<file path="src/rtl/ps2_host_tx_if.sv">
// Command handshake and PS/2 pin bundle for the PS/2 host transmitter.
// slave: the transmitter; master: the SFR layer together with the pad ring.
interface ps2_host_tx_if;
  logic [7:0] i_tx_byte;
  logic       i_tx_start;
  logic       o_busy;
  logic       o_tx_done;
  logic       o_tx_err;
  logic       i_ps2_clk;
  logic       i_ps2_data;
  logic       o_ps2_clk_oe;
  logic       o_ps2_data_oe;

  modport slave (
    input  i_tx_byte, i_tx_start, i_ps2_clk, i_ps2_data,
    output o_busy, o_tx_done, o_tx_err, o_ps2_clk_oe, o_ps2_data_oe
  );

  modport master (
    output i_tx_byte, i_tx_start, i_ps2_clk, i_ps2_data,
    input  o_busy, o_tx_done, o_tx_err, o_ps2_clk_oe, o_ps2_data_oe
  );
endinterface

</file>
<file path="src/rtl/ps2_host_tx.sv">
// PS/2 host-to-device command transmitter with open-drain clock/data enables.
// Define PS2_TX_TIMEOUT_EN to build the RTS-to-idle watchdog (TIMEOUT_CYCLES).
module ps2_host_tx #(
  parameter int unsigned INHIBIT_CYCLES = 10000,
  parameter int unsigned TIMEOUT_CYCLES = 2000000
) (
  input logic          i_clk,
  input logic          i_rst_n,
  ps2_host_tx_if.slave bus
);

  typedef enum logic [2:0] {
    S_IDLE,
    S_INHIBIT,
    S_RTS,
    S_XFER,
    S_WAIT_IDLE
  } state_e;

  localparam int unsigned      INH_W    = $clog2(INHIBIT_CYCLES + 1);
  localparam logic [INH_W-1:0] INH_LAST = INH_W'(INHIBIT_CYCLES - 1);

  state_e           state_q, state_d;
  logic [INH_W-1:0] inh_cnt_q, inh_cnt_d;
  logic [8:0]       sr_q, sr_d;
  logic [3:0]       edge_q, edge_d;
  logic             data_oe_q, data_oe_d;
  logic             done_q, done_d;
  logic             err_q, err_d;

  logic clk_s1_q, clk_s2_q, clk_prev_q;
  logic dat_s1_q, dat_s2_q;
  logic ps2_fall;
  logic wdt_active;
  logic timeout;

  // Lines idle high, so the synchronizers reset to 1 to avoid a false edge.
  always_ff @(posedge i_clk or negedge i_rst_n) begin
    if (!i_rst_n) begin
      clk_s1_q   <= 1'b1;
      clk_s2_q   <= 1'b1;
      clk_prev_q <= 1'b1;
      dat_s1_q   <= 1'b1;
      dat_s2_q   <= 1'b1;
    end else begin
      clk_s1_q   <= bus.i_ps2_clk;
      clk_s2_q   <= clk_s1_q;
      clk_prev_q <= clk_s2_q;
      dat_s1_q   <= bus.i_ps2_data;
      dat_s2_q   <= dat_s1_q;
    end
  end

  assign ps2_fall   = clk_prev_q & ~clk_s2_q;
  assign wdt_active = (state_q == S_RTS) || (state_q == S_XFER) || (state_q == S_WAIT_IDLE);

`ifdef PS2_TX_TIMEOUT_EN
  localparam int unsigned      WDT_W    = $clog2(TIMEOUT_CYCLES + 1);
  localparam logic [WDT_W-1:0] WDT_LAST = WDT_W'(TIMEOUT_CYCLES - 1);

  logic [WDT_W-1:0] wdt_q, wdt_d;

  // Cleared while inhibiting so the count starts at zero on the RTS cycle.
  always_comb begin
    wdt_d = wdt_q;
    if (state_q == S_INHIBIT) begin
      wdt_d = '0;
    end else if (wdt_active) begin
      wdt_d = wdt_q + 1'b1;
    end
  end

  always_ff @(posedge i_clk or negedge i_rst_n) begin
    if (!i_rst_n) begin
      wdt_q <= '0;
    end else begin
      wdt_q <= wdt_d;
    end
  end

  assign timeout = wdt_active && (wdt_q == WDT_LAST);
`else
  logic unused_wdt_cfg;
  assign unused_wdt_cfg = ^TIMEOUT_CYCLES ^ wdt_active;
  assign timeout        = 1'b0;
`endif

  always_ff @(posedge i_clk or negedge i_rst_n) begin
    if (!i_rst_n) begin
      state_q   <= S_IDLE;
      inh_cnt_q <= '0;
      sr_q      <= '0;
      edge_q    <= '0;
      data_oe_q <= 1'b0;
      done_q    <= 1'b0;
      err_q     <= 1'b0;
    end else begin
      state_q   <= state_d;
      inh_cnt_q <= inh_cnt_d;
      sr_q      <= sr_d;
      edge_q    <= edge_d;
      data_oe_q <= data_oe_d;
      done_q    <= done_d;
      err_q     <= err_d;
    end
  end

  always_comb begin
    state_d   = state_q;
    inh_cnt_d = inh_cnt_q;
    sr_d      = sr_q;
    edge_d    = edge_q;
    data_oe_d = data_oe_q;
    done_d    = 1'b0;
    err_d     = 1'b0;

    case (state_q)
      S_IDLE: begin
        if (bus.i_tx_start) begin
          state_d   = S_INHIBIT;
          inh_cnt_d = '0;
          sr_d      = {~^bus.i_tx_byte, bus.i_tx_byte};
        end
      end
      S_INHIBIT: begin
        if (inh_cnt_q == INH_LAST) begin
          state_d = S_RTS;
        end else begin
          inh_cnt_d = inh_cnt_q + 1'b1;
        end
      end
      S_RTS: begin
        edge_d    = '0;
        data_oe_d = 1'b1;
        state_d   = S_XFER;
      end
      S_XFER: begin
        // edge_q holds the count before this edge: 0..8 shift data+parity,
        // 9 releases the stop bit, 10 samples the device acknowledge.
        if (ps2_fall) begin
          edge_d = edge_q + 4'd1;
          if (edge_q < 4'd9) begin
            data_oe_d = ~sr_q[0];
            sr_d      = {1'b0, sr_q[8:1]};
          end else if (edge_q == 4'd9) begin
            data_oe_d = 1'b0;
          end else begin
            data_oe_d = 1'b0;
            if (dat_s2_q) begin
              err_d   = 1'b1;
              state_d = S_IDLE;
            end else begin
              state_d = S_WAIT_IDLE;
            end
          end
        end
      end
      S_WAIT_IDLE: begin
        if (clk_s2_q && dat_s2_q) begin
          done_d  = 1'b1;
          state_d = S_IDLE;
        end
      end
      default: begin
        state_d = S_IDLE;
      end
    endcase

    if (timeout) begin
      state_d   = S_IDLE;
      data_oe_d = 1'b0;
      done_d    = 1'b0;
      err_d     = 1'b1;
    end
  end

  assign bus.o_busy        = (state_q != S_IDLE);
  assign bus.o_ps2_clk_oe  = (state_q == S_INHIBIT);
  assign bus.o_ps2_data_oe = (state_q == S_RTS) || ((state_q == S_XFER) && data_oe_q);
  assign bus.o_tx_done     = done_q;
  assign bus.o_tx_err      = err_q;

endmodule
</file>
<file path="src/flat_wrapper.sv">
// flat-port wrapper written by rule: the top's interface ports become plain ports
module ps2_host_tx_flat 
#(
  parameter int unsigned INHIBIT_CYCLES = 10000,
  parameter int unsigned TIMEOUT_CYCLES = 2000000
)
  (i_clk, i_rst_n, bus_i_tx_byte, bus_i_tx_start, bus_i_ps2_clk, bus_i_ps2_data, bus_o_busy, bus_o_tx_done, bus_o_tx_err, bus_o_ps2_clk_oe, bus_o_ps2_data_oe);
  ps2_host_tx_if bus_i ();
  input logic i_clk;
  input logic i_rst_n;
  input wire logic [$bits(bus_i.i_tx_byte)-1:0] bus_i_tx_byte;
  input wire logic [$bits(bus_i.i_tx_start)-1:0] bus_i_tx_start;
  input wire logic [$bits(bus_i.i_ps2_clk)-1:0] bus_i_ps2_clk;
  input wire logic [$bits(bus_i.i_ps2_data)-1:0] bus_i_ps2_data;
  output wire logic [$bits(bus_i.o_busy)-1:0] bus_o_busy;
  output wire logic [$bits(bus_i.o_tx_done)-1:0] bus_o_tx_done;
  output wire logic [$bits(bus_i.o_tx_err)-1:0] bus_o_tx_err;
  output wire logic [$bits(bus_i.o_ps2_clk_oe)-1:0] bus_o_ps2_clk_oe;
  output wire logic [$bits(bus_i.o_ps2_data_oe)-1:0] bus_o_ps2_data_oe;
  assign bus_i.i_tx_byte = bus_i_tx_byte;
  assign bus_i.i_tx_start = bus_i_tx_start;
  assign bus_i.i_ps2_clk = bus_i_ps2_clk;
  assign bus_i.i_ps2_data = bus_i_ps2_data;
  assign bus_o_busy = bus_i.o_busy;
  assign bus_o_tx_done = bus_i.o_tx_done;
  assign bus_o_tx_err = bus_i.o_tx_err;
  assign bus_o_ps2_clk_oe = bus_i.o_ps2_clk_oe;
  assign bus_o_ps2_data_oe = bus_i.o_ps2_data_oe;
  ps2_host_tx #(.INHIBIT_CYCLES(INHIBIT_CYCLES), .TIMEOUT_CYCLES(TIMEOUT_CYCLES)) u_core (.i_clk(i_clk), .i_rst_n(i_rst_n), .bus(bus_i));
endmodule
</file>
<file path="config.mk">
export PLATFORM = sky130hd
export DESIGN_NAME = ps2_host_tx_flat
export DESIGN_NICKNAME = d
export VERILOG_FILES = /design/src/rtl/ps2_host_tx_if.sv /design/src/rtl/ps2_host_tx.sv /design/src/flat_wrapper.sv
export SDC_FILE = /design/constraint.sdc
export NUM_CORES = 1
export LEC_CHECK = 0
export ABC_AREA = 1
export CORE_MARGIN = 3
export CORE_UTILIZATION = 58
export DETAILED_ROUTE_END_ITERATION = 8
export PLACE_DENSITY = 0.8
export SLEW_MARGIN = 20
export SYNTH_ARGS = -nofsm -noshare
export SYNTH_HDL_FRONTEND = slang
export SYNTH_SLANG_ARGS = --single-unit
export TNS_END_PERCENT = 30
</file>
<file path="constraint.sdc">
create_clock -name i_clk -period 2.15 [get_ports i_clk]
set_clock_uncertainty 0.1 [all_clocks]
set_input_delay 0.43 -clock i_clk [delete_from_list [all_inputs] [get_ports i_clk]]
set_output_delay 0.43 -clock i_clk [all_outputs]
set_load 0.01 [all_outputs]
</file>
==> metrics.csv, run 1 <==
stage,metric,value,unit
run_status,status,"finished, final reports clean",
global_routing,vias in the first global route,1854,
placement,# port buffers,17,
logic_synthesis,Syn Nets,316,
cts,CTS sink count,38,
logic_synthesis,proportion of netlist area held by the largest area contributor,37.1,%
cts,# H-tree levels,2,
worst_hold_path,worst hold path class,primary input to asynchronous set/reset pin,
placement,routability cong.,0.906,
logic_synthesis,"Distinct cells, synth",33,
drt,DR vias,1966,
cts,CTS tree,done,
drt,Wirelength per Cell,12.2,um
cts,clk slew on worst S/H paths,0.08,ns
drt,Remaining DRCs,0,
cells_and_area,Area Growth Syn to Fin,18.6,%
timing,Fin Setup TNS,0,ns
global_routing,remaining global-route overflow,0,
logic_synthesis,Synth area leaders,"dfrtp_1 37%, nand2_1 18%, dfstp_2 5.9%",
setup_path,Worst Setup Start Kind,flop,
setup_path,"most used cell, CP",inv_1,
die,Initial Util,63.3,%
power_and_ir_drop,VDD IR-drop max,0.861,mV
setup_path,critical path required time,1.62,ns
cells_and_area,Final Core Density,75.1,%
die,Die Wd,68.0,um
timing,actual slew at the worst max-slew pin,0.474,ns
flow_run,Max-cap violations,0,
timing,Max Transition Viols Final,0,
die,core area,3520,sq um
logic_synthesis,mapped cell area,2230,sq um
logic_synthesis,"area leader, netlist",dfrtp_1,
die,die area,4620,sq um
setup_path,CP Max Fanout,4,
setup_path,Worst path slowest cell,dfrtp_1,
cts,clock insertion delay at the later pin of the skew report,0.30,ns
placement,DP Wirelength,3.22,mm
drt,Total Routed Length,4.60,mm
setup_path,max incr delay on CP,0.42,ns
cts,CTS buffer count,5,
power_and_ir_drop,PD cells,1210,nW/um^2
logic_synthesis,Compound-Gate Fraction of Synth Area,6.34,%
logic_synthesis,XOR/XNOR Fraction of Synth Area,3.93,%
logic_synthesis,"Avg Cell Area, Syn",7.45,sq um
cells_and_area,ANT cells,0,
logic_synthesis,ys async rst share,100,%
timing,Setup Viol. Count Final,0,
cells_and_area,"commonest non-fill, non-tap cell in the layout",nand2_1,
logic_synthesis,simple-gate share of the synthesized area,37.4,%
setup_path,critical path arrival,1.45,ns
drt,number of DRC markers in iteration 0,160,
cells_and_area,# nets final,347,
placement,area of placed instances,2480,sq um
timing,fmax,505,MHz
logic_synthesis,Post-synth EDFFs,0,
setup_path,kind of critical path,flop to output port,
logic_synthesis,Synth Instances,299,
logic_synthesis,"Primary FF master, synth",dfrtp_1,
setup_path,crit end category,output port,
cells_and_area,share of cells above drive strength 1,16.0,%
logic_synthesis,post-synthesis sequential area ratio,43.0,%
power_and_ir_drop,Leak Pwr,1.34,nW
logic_synthesis,adder-cell share of the synthesized area,2.25,%
cts,CTS Buffer Depth,2,
global_routing,pin count of the biggest net entering global routing,39,
drt,Pre-antenna DRT Iters,4,
timing,RSZ-0062 raised after global routing,false,
global_routing,antenna violations before repair,0,
die,Die Y,68.0,um
timing,Final Critical Period,1.98,ns
global_routing,GRT Util Overall,23.5,%
logic_synthesis,largest family of logic cells by synthesized area,simple AND/OR/NAND/NOR gates,
cts,Root Buffer,clkbuf_8,
logic_synthesis,"flops & latches, synth",38,
cells_and_area,post-route cell area,2640,sq um
logic_synthesis,Yosys warnings,0,
timing,Relative slew margins,68.2,%
die,row cnt,21,
cells_and_area,most frequent cells in the layout,"106 x nand2_1, 31 x dfrtp_1, 30 x inv_1",
timing,Fin. Hold Viols,0,
drt,vias per cell,5.21,
setup_path,worst path cell trace,nor2_2 > inv_1 > nor2_1 > inv_1 > nand2_1 > dlygate4sd2_1,
drt,antenna-violating nets left,0,
timing,final hold slack,0.0638,ns
setup_path,slack of the worst reg-to-reg path,0.42,ns
die,# IOs,18,
logic_synthesis,post-synthesis mux area share,0,%
global_routing,global-route wire length before repair,8.19,mm
timing,period utilisation layout,92.1,%
-- cells in the mapped netlist (2+ instances only) --
library cell / n
o21ai_1: 7
ha_1: 4
inv_1: 30
nand3_1: 26
nand3b_1: 2
xnor2_1: 5
nand2_1: 106
a21oi_1: 2
xor2_1: 5
o21ai_2: 2
nand2_2: 13
nor2_1: 20
nor3b_1: 2
nand4_1: 3
inv_2: 3
or2_2: 2
o21ai_0: 11
dfstp_2: 5
nor3_1: 4
buf_6: 2
dfrtp_1: 33
-- layer usage --
layer / GRT usage, % / share of wire, %
met5: 0 / 0
met3: 5.91 / 5.3
met1: 31.9 / 47
met4: 6.20 / 1.2
met2: 37.3 / 46
-- power by group --
group,internal (mW),total (mW),switching [mW]
combinational,0.557,1.42,0.864
sequential,0.913,1.06,0.142
clock,0.465,0.733,0.268
-- state kept, by name (all words and copies together), names as in the netlist --
signal and cells:
u_core.bus.o_tx_done 1, u_core.edge_q 4, u_core.data_oe_q 1, u_core.inh_cnt_q 14
u_core.clk_s1_q 1, u_core.sr_q 9, u_core.dat_s2_q 1, u_core.dat_s1_q 1
u_core.clk_s2_q 1, u_core.clk_prev_q 1, u_core.bus.o_tx_err 1, u_core.state_q 3
-- kinds of logic (layout without fill, tap and decap cells) --
kind of cell | Yosys count | after routing
compound gates | 24 | 24
xor+xnor | 10 | 10
fa+ha+maj | 4 | 4
buf+inv | 38 | 70
flops | 38 | 38
simple gates | 185 | 185
-- layout make-up --
cell class | count | area (sq um)
timing repair buffer | 28 | 248
multi-input combinational | 223 | 1110
sequential | 38 | 960
inverter | 34 | 128
tap | 46 | 57.6
clock buffer | 5 | 68.8
fill | 273 | 878
clock inverter | 3 | 68.8
-- per-stage QoR --
stage	setup WS (ns)	total power, mW	cells
after floorplan	0.574	2.04	299
after global placement	0.218	2.41	366
after detailed placement	0.182	2.45	366
after CTS	0.0497	3.23	377
after global routing	0.0454	3.48	377
final	0.170	3.21	377
-- critical path: cells and delay by family, from the launching register on --
family	cells	cell delay, ns
DFF	1	0.42
and+or+nand+nor	3	0.34
buffers and inverters	3	0.40
-- worst paths after layout --
kind	from	cells past startpoint	end
max in group asynchronous	i_rst_n	2	u_core.clk_s1_q$_DFF_PN1_
max reg2reg	u_core.inh_cnt_q[0]$_DFFE_PN0P_	8	u_core.inh_cnt_q[3]$_DFFE_PN0P_
max	u_core.state_q[0]$_DFFE_PN0P_	6	bus_o_ps2_data_oe
min in group i_clk	u_core.clk_s1_q$_DFF_PN1_	0	u_core.clk_s2_q$_DFF_PN1_
min reg2reg	u_core.clk_s1_q$_DFF_PN1_	0	u_core.clk_s2_q$_DFF_PN1_
min	i_rst_n	2	u_core.inh_cnt_q[7]$_DFFE_PN0P_
-- repair_timing --
item | in CTS | in global routing
gates resized for setup | 4 | 1
endpoints found under the setup margin | 2 | 1
hold buffers | 0 | 0
pin swaps | 0 | 0
buffers inserted | 3 | 0
Power figures use the tool's default switching activity.
==> run 2, diff against run 1 <==
Settings changed: CORE_MARGIN 3 to 8, TNS_END_PERCENT 30 to 50.
==> run 2 against run 1 <==
Net effect: worst setup slack worse by 0.065 ns; flip-flop and latch count stayed put; routed wire length is 1.4% lower; clock power is 32% lower; critical path type unchanged.
==> metrics.csv, run 2 (synthesis results as in run 1) <==
stage,metric,value,unit
placement,# port buffers,17,
timing,final worst slack,0.105,ns
cells_and_area,Final Non-Filler Cells,378,
timing,Fin. Hold Viols,0,
cells_and_area,Area Growth Syn to Fin,16.7,%
setup_path,r2r endpoint,u_core.inh_cnt_q[4]$_DFFE_PN0P_,
power_and_ir_drop,sw frac,41.3,%
flow_run,Max-cap violations,0,
placement,DP Wirelength,3.30,mm
timing,Final Critical Period,2.05,ns
cells_and_area,# nets final,346,
power_and_ir_drop,sequential share of power,35.3,%
worst_hold_path,worst hold path class,primary input to asynchronous set/reset pin,
power_and_ir_drop,internal power,1.75,mW
setup_path,"Buf+Inv Stages, Crit Path",2,
placement,placed cell count,367,
drt,Remaining DRCs,0,
global_routing,global-route wire length before repair,8.19,mm
cells_and_area,max reg flops,14,
drt,antenna-violating nets left,0,
die,row cnt,22,
die,Die Y,78.0,um
global_routing,vias in the first global route,1854,
power_and_ir_drop,PD cells,1150,nW/um^2
setup_path,Worst path slowest cell,clkdlybuf4s50_1,
cts,Root Buffer,clkbuf_8,
cts,Hold Buf Count CTS,0,
cells_and_area,most frequent cells in the layout,"106 x nand2_1, 31 x dfrtp_1, 30 x inv_1",
timing,actual slew at the worst max-slew pin,0.473,ns
die,Initial Util,60.4,%
power_and_ir_drop,VDD IR-drop max,0.634,mV
cells_and_area,largest registers,"u_core.inh_cnt_q: 14 flops, u_core.sr_q: 9 flops, u_core.edge_q: 4 flops",
die,Die Wd,78.0,um
global_routing,pin count of the biggest net entering global routing,39,
cts,CTS sink count,38,
drt,DR vias,1934,
cells_and_area,"commonest non-fill, non-tap cell in the layout",nand2_1,
setup_path,max incr delay on CP,0.48,ns
power_and_ir_drop,Sw Pwr,1.23,mW
placement,post-placement setup slack,0.173,ns
die,# IOs,18,
drt,number of DRC markers in iteration 0,161,
timing,Fin Setup TNS,0,ns
cts,CTS buffer count,5,
global_routing,Global Route met1 Usage,21.3,%
setup_path,"CP delay by family, top",buffers and inverters,
setup_path,critical path required time,1.62,ns
drt,Total Routed Length,4.54,mm
setup_path,slack of the worst reg-to-reg path,0.38,ns
timing,period utilisation layout,95.1,%
timing,RSZ-0062 raised after global routing,false,
run_status,status,"finished, final reports clean",
setup_path,kind of critical path,flop to output port,
cts,# H-tree levels,2,
global_routing,remaining global-route overflow,0,
placement,routability cong.,0.846,
setup_path,CP Max Fanout,3,
drt,Wirelength per Cell,12.0,um
timing,fmax,489,MHz
cts,clk slew on worst S/H paths,0.07,ns
power_and_ir_drop,Leak Pwr,1.31,nW
setup_path,FF-to-FF Start,u_core.state_q[2]$_DFFE_PN0P_,
power_and_ir_drop,Clk pwr share,16.6,%
global_routing,antenna violations before repair,0,
cells_and_area,Biggest register,u_core.inh_cnt_q,
setup_path,worst path cell trace,nor2_2 > buf_4 > nand2_1 > clkdlybuf4s50_1,
cells_and_area,share of cells above drive strength 1,15.5,%
cts,CTS Buffer Depth,2,
drt,vias per cell,5.12,
cts,CTS tree,done,
global_routing,gr busiest metal,met2,
global_routing,GRT Util Overall,16.5,%
cells_and_area,post-route cell area,2600,sq um
placement,area of placed instances,2490,sq um
cells_and_area,fillers,315,
global_routing,met3 Track Usage GR,4.49,%
setup_path,Worst path depth,4,
setup_path,critical path arrival,1.52,ns
power_and_ir_drop,Combinational Power Share,48.2,%
global_routing,met2 Track Usage GR,25.9,%
setup_path,Reg2Reg Depth,9,
power_and_ir_drop,Tot Pwr,2.98,mW
die,core area,3690,sq um
timing,Setup Viol. Count Final,0,
setup_path,Worst Setup Start Kind,flop,
timing,Max Transition Viols Final,0,
die,die area,6080,sq um
setup_path,crit end category,output port,
timing,Relative slew margins,68.4,%
drt,Pre-antenna DRT Iters,4,
cts,clock insertion delay at the later pin of the skew report,0.28,ns
cells_and_area,ANT cells,0,
==> run 2: how the worst max path moves through the flow <==
stage | from | end | slack (ns)
2_1_floorplan | u_core.state_q[2]$_DFFE_PN0P_ | u_core.inh_cnt_q[6]$_DFFE_PN0P_ | 0.57
3_3_place_gp | u_core.state_q[2]$_DFFE_PN0P_ | bus_o_ps2_data_oe | 0.21
3_5_place_dp | u_core.state_q[2]$_DFFE_PN0P_ | bus_o_ps2_data_oe | 0.17
4_1_cts | u_core.state_q[2]$_DFFE_PN0P_ | bus_o_busy | 0.09
5_1_grt | u_core.state_q[0]$_DFFE_PN0P_ | bus_o_busy | 0.02
6_report | u_core.state_q[2]$_DFFE_PN0P_ | bus_o_busy | 0.10
==> run 2: cell type report <==
class	instances	area [sq um]	area share [%]
clock buffers	7	86.3	3.32
clock inverters	1	5.00	0.192
inverters	34	128	4.91
multi-input cells	223	1110	42.8
flip-flops and latches	38	960	36.9
well taps	48	60.1	2.31
repair buffers	27	250	9.62
==> run 2: metal layers <==
layer,vias to the layer above,part of all wire (%),wire length (um)
li1,999,-,-
met3,4,6.4,291
met5,-,0,0
met4,0,0.84,38
met1,875,45,2060
met2,56,47,2150
==> run 2: what timing repair did <==
item | 4_1_cts | 5_1_grt
setup endpoints to repair | 2 | 0
setup buffers | 3 | 0
resized for setup | 4 | 0
==> run 2: power by group through the flow <==
stage	Sequential, mW	Combinational [mW]	Clock (mW)
detailed placement	1.07	1.40	0
CTS	1.05	1.44	0.512
global placement	1.06	1.37	0
floorplan	1.04	1.00	0
finish	1.05	1.44	0.495
global route	1.08	1.61	0.543
==> run 2: metrics by stage <==
stage | utilization, % | hold WS [ns]
2_1_floorplan | - | 0.0344
3_3_place_gp | 67.4 | 0.247
3_5_place_dp | 67.4 | 0.251
4_1_cts | 70.5 | 0.0955
5_1_grt | 70.5 | 0.113
6_report | 70.5 | 0.0855
==> run 2: worst reg2reg max path: stages, from the launching register on <==
cell and delay [ns]:
dfrtp_2 0.44, buf_4 0.16, nor3_4 0.19, buf_4 0.21, inv_2 0.07, nand2_1 0.07, nand3_2 0.07, buf_4 0.21
nand2_1 0.08, nand2_1 0.07
==> run 3, diff against run 2 <==
Settings changed: CORE_UTILIZATION 58 to 30, PLACE_DENSITY 0.8 to 0.47.
==> run 3 against run 2 <==
Net effect: via count is 2.8% lower; critical path depth is 2 higher; sequential share of layout area is 1.4 points lower; critical endpoint is now bus_o_ps2_data_oe; largest power group unchanged.
==> metrics.csv, run 3 (synthesis results as in run 1) <==
stage,metric,value,unit
worst_hold_path,worst hold path class,primary input to asynchronous set/reset pin,
global_routing,global-route wire length before repair,8.51,mm
setup_path,kind of critical path,flop to output port,
setup_path,worst path cell trace,nor2_2 > inv_1 > nor2_1 > inv_1 > nand2_1 > dlygate4sd2_1,
cells_and_area,ANT cells,0,
die,# IOs,18,
cells_and_area,sequential cell area,961,sq um
cts,Root Buffer,clkbuf_8,
timing,Fin Setup TNS,0,ns
cells_and_area,Area Growth Syn to Fin,21.5,%
setup_path,"CP delay by family, top",flip-flops,
setup_path,Reg2Reg Depth,9,
cells_and_area,share of cells above drive strength 1,16.1,%
cts,clock insertion delay at the later pin of the skew report,0.29,ns
timing,Setup Viol. Count Final,0,
setup_path,critical path required time,1.62,ns
cts,CTS sink count,38,
drt,Wirelength per Cell,11.0,um
cells_and_area,area of the multi-input gates,1110,sq um
timing,period utilisation layout,91.4,%
die,Die Wd,102,um
cells_and_area,# nets final,346,
cells_and_area,Final Core Density,37.5,%
placement,DP Wirelength,3.64,mm
timing,Final Critical Period,1.96,ns
die,die area,10400,sq um
cts,CTS buffer count,5,
placement,routability cong.,0.788,
setup_path,Worst path slowest cell,dfrtp_2,
timing,Fin. Hold Viols,0,
drt,DR vias,1879,
drt,vias per cell,4.38,
cells_and_area,most frequent cells in the layout,"106 x nand2_1, 30 x inv_1, 30 x dfrtp_1",
setup_path,CP Max Fanout,5,
cts,clk slew on worst S/H paths,0.08,ns
power_and_ir_drop,VDD IR-drop max,0.502,mV
global_routing,vias in the first global route,1867,
drt,number of DRC markers in iteration 0,56,
timing,actual slew at the worst max-slew pin,0.537,ns
setup_path,r2r endpoint,u_core.inh_cnt_q[13]$_DFFE_PN0P_,
die,row cnt,31,
timing,fmax,509,MHz
cells_and_area,"commonest non-fill, non-tap cell in the layout",nand2_1,
flow_run,Max-cap violations,0,
setup_path,Worst Setup Start Kind,flop,
timing,Max Transition Viols Final,0,
cts,# H-tree levels,2,
drt,Pre-antenna DRT Iters,4,
drt,Total Routed Length,4.74,mm
cts,CTS Buffer Depth,2,
die,Die Y,102,um
cts,CTS tree,done,
cells_and_area,fillers,775,
placement,# port buffers,17,
global_routing,antenna violations before repair,0,
die,core area,7210,sq um
timing,Relative slew margins,64.2,%
timing,RSZ-0062 raised after global routing,false,
setup_path,crit end category,output port,
setup_path,FF-to-FF Start,u_core.state_q[2]$_DFFE_PN0P_,
power_and_ir_drop,Leak Pwr,1.33,nW
cells_and_area,Biggest register,u_core.inh_cnt_q,
power_and_ir_drop,PD cells,1170,nW/um^2
die,Initial Util,30.9,%
cts,Hold Buf Count CTS,0,
drt,Remaining DRCs,0,
setup_path,"most used cell, CP",inv_1,
setup_path,slack of the worst reg-to-reg path,0.40,ns
run_status,status,"finished, final reports clean",
global_routing,GRT Util Overall,10.3,%
global_routing,pin count of the biggest net entering global routing,23,
cells_and_area,max reg flops,14,
setup_path,"Buf+Inv Stages, Crit Path",3,
drt,antenna-violating nets left,0,
setup_path,critical path arrival,1.43,ns
global_routing,remaining global-route overflow,0,
cells_and_area,largest registers,"u_core.inh_cnt_q: 14 flops, u_core.sr_q: 9 flops, u_core.edge_q: 4 flops",
setup_path,max incr delay on CP,0.45,ns
==> run 3: how the worst max path moves through the flow <==
stage	end	slack, ns	from	depth (start not counted)
floorplan	u_core.inh_cnt_q[6]$_DFFE_PN0P_	0.57	u_core.state_q[2]$_DFFE_PN0P_	7
global placement	bus_o_ps2_data_oe	0.19	u_core.state_q[2]$_DFFE_PN0P_	6
detailed placement	bus_o_ps2_data_oe	0.18	u_core.state_q[2]$_DFFE_PN0P_	6
CTS	bus_o_busy	0.04	u_core.state_q[0]$_DFFE_PN0P_	4
global route	bus_o_ps2_data_oe	0.08	u_core.state_q[0]$_DFFE_PN0P_	6
finish	bus_o_ps2_data_oe	0.19	u_core.state_q[0]$_DFFE_PN0P_	6
==> run 3: power breakdown <==
part	internal (mW)	leakage, nW	switching, mW
clock network	0.495	0.0714	0.265
registers	0.915	0.483	0.139
logic	0.534	0.779	0.832
==> run 3: area by class of cell <==
| cell class | count | area share [%] |
|---|---|---|
| sequential | 38 | 35.5 |
| tap | 99 | 4.57 |
| clock buffer | 6 | 3.05 |
| timing repair buffer | 27 | 8.87 |
| inverter | 34 | 4.71 |
| multi-input combinational | 223 | 41.1 |
| clock inverter | 2 | 2.22 |
==> run 3: stage by stage <==
| step | power, mW | instance area [sq um] | setup WS (ns) | hold slack [ns] | std cells |
|---|---|---|---|---|---|
| CTS | 3.25 | 2710 | 0.0355 | 0.0244 | 429 |
| global route | 3.46 | 2710 | 0.0818 | 0.0426 | 429 |
| global placement | 2.46 | 2550 | 0.194 | 0.246 | 420 |
| detailed placement | 2.48 | 2550 | 0.179 | 0.247 | 420 |
| floorplan | 2.04 | 2230 | 0.574 | 0.0344 | 299 |
| finish | 3.18 | 2710 | 0.186 | 0.0103 | 429 |
==> run 3: routing by layer <==
metal  track usage (%)  wire, um  vias up
li1                  -         -      995
met1              13.8      2430      859
met2              15.7      2090       20
met3              2.66       176        5
met4              3.39        50        0
met5                 0         0        -
==> run 3: timing repair <==
item | CTS | global route
resized for setup | 5 | 1
buffers inserted | 1 | 0
endpoints found under the setup margin | 2 | 1
endpoints found under the hold margin | 0 | 0
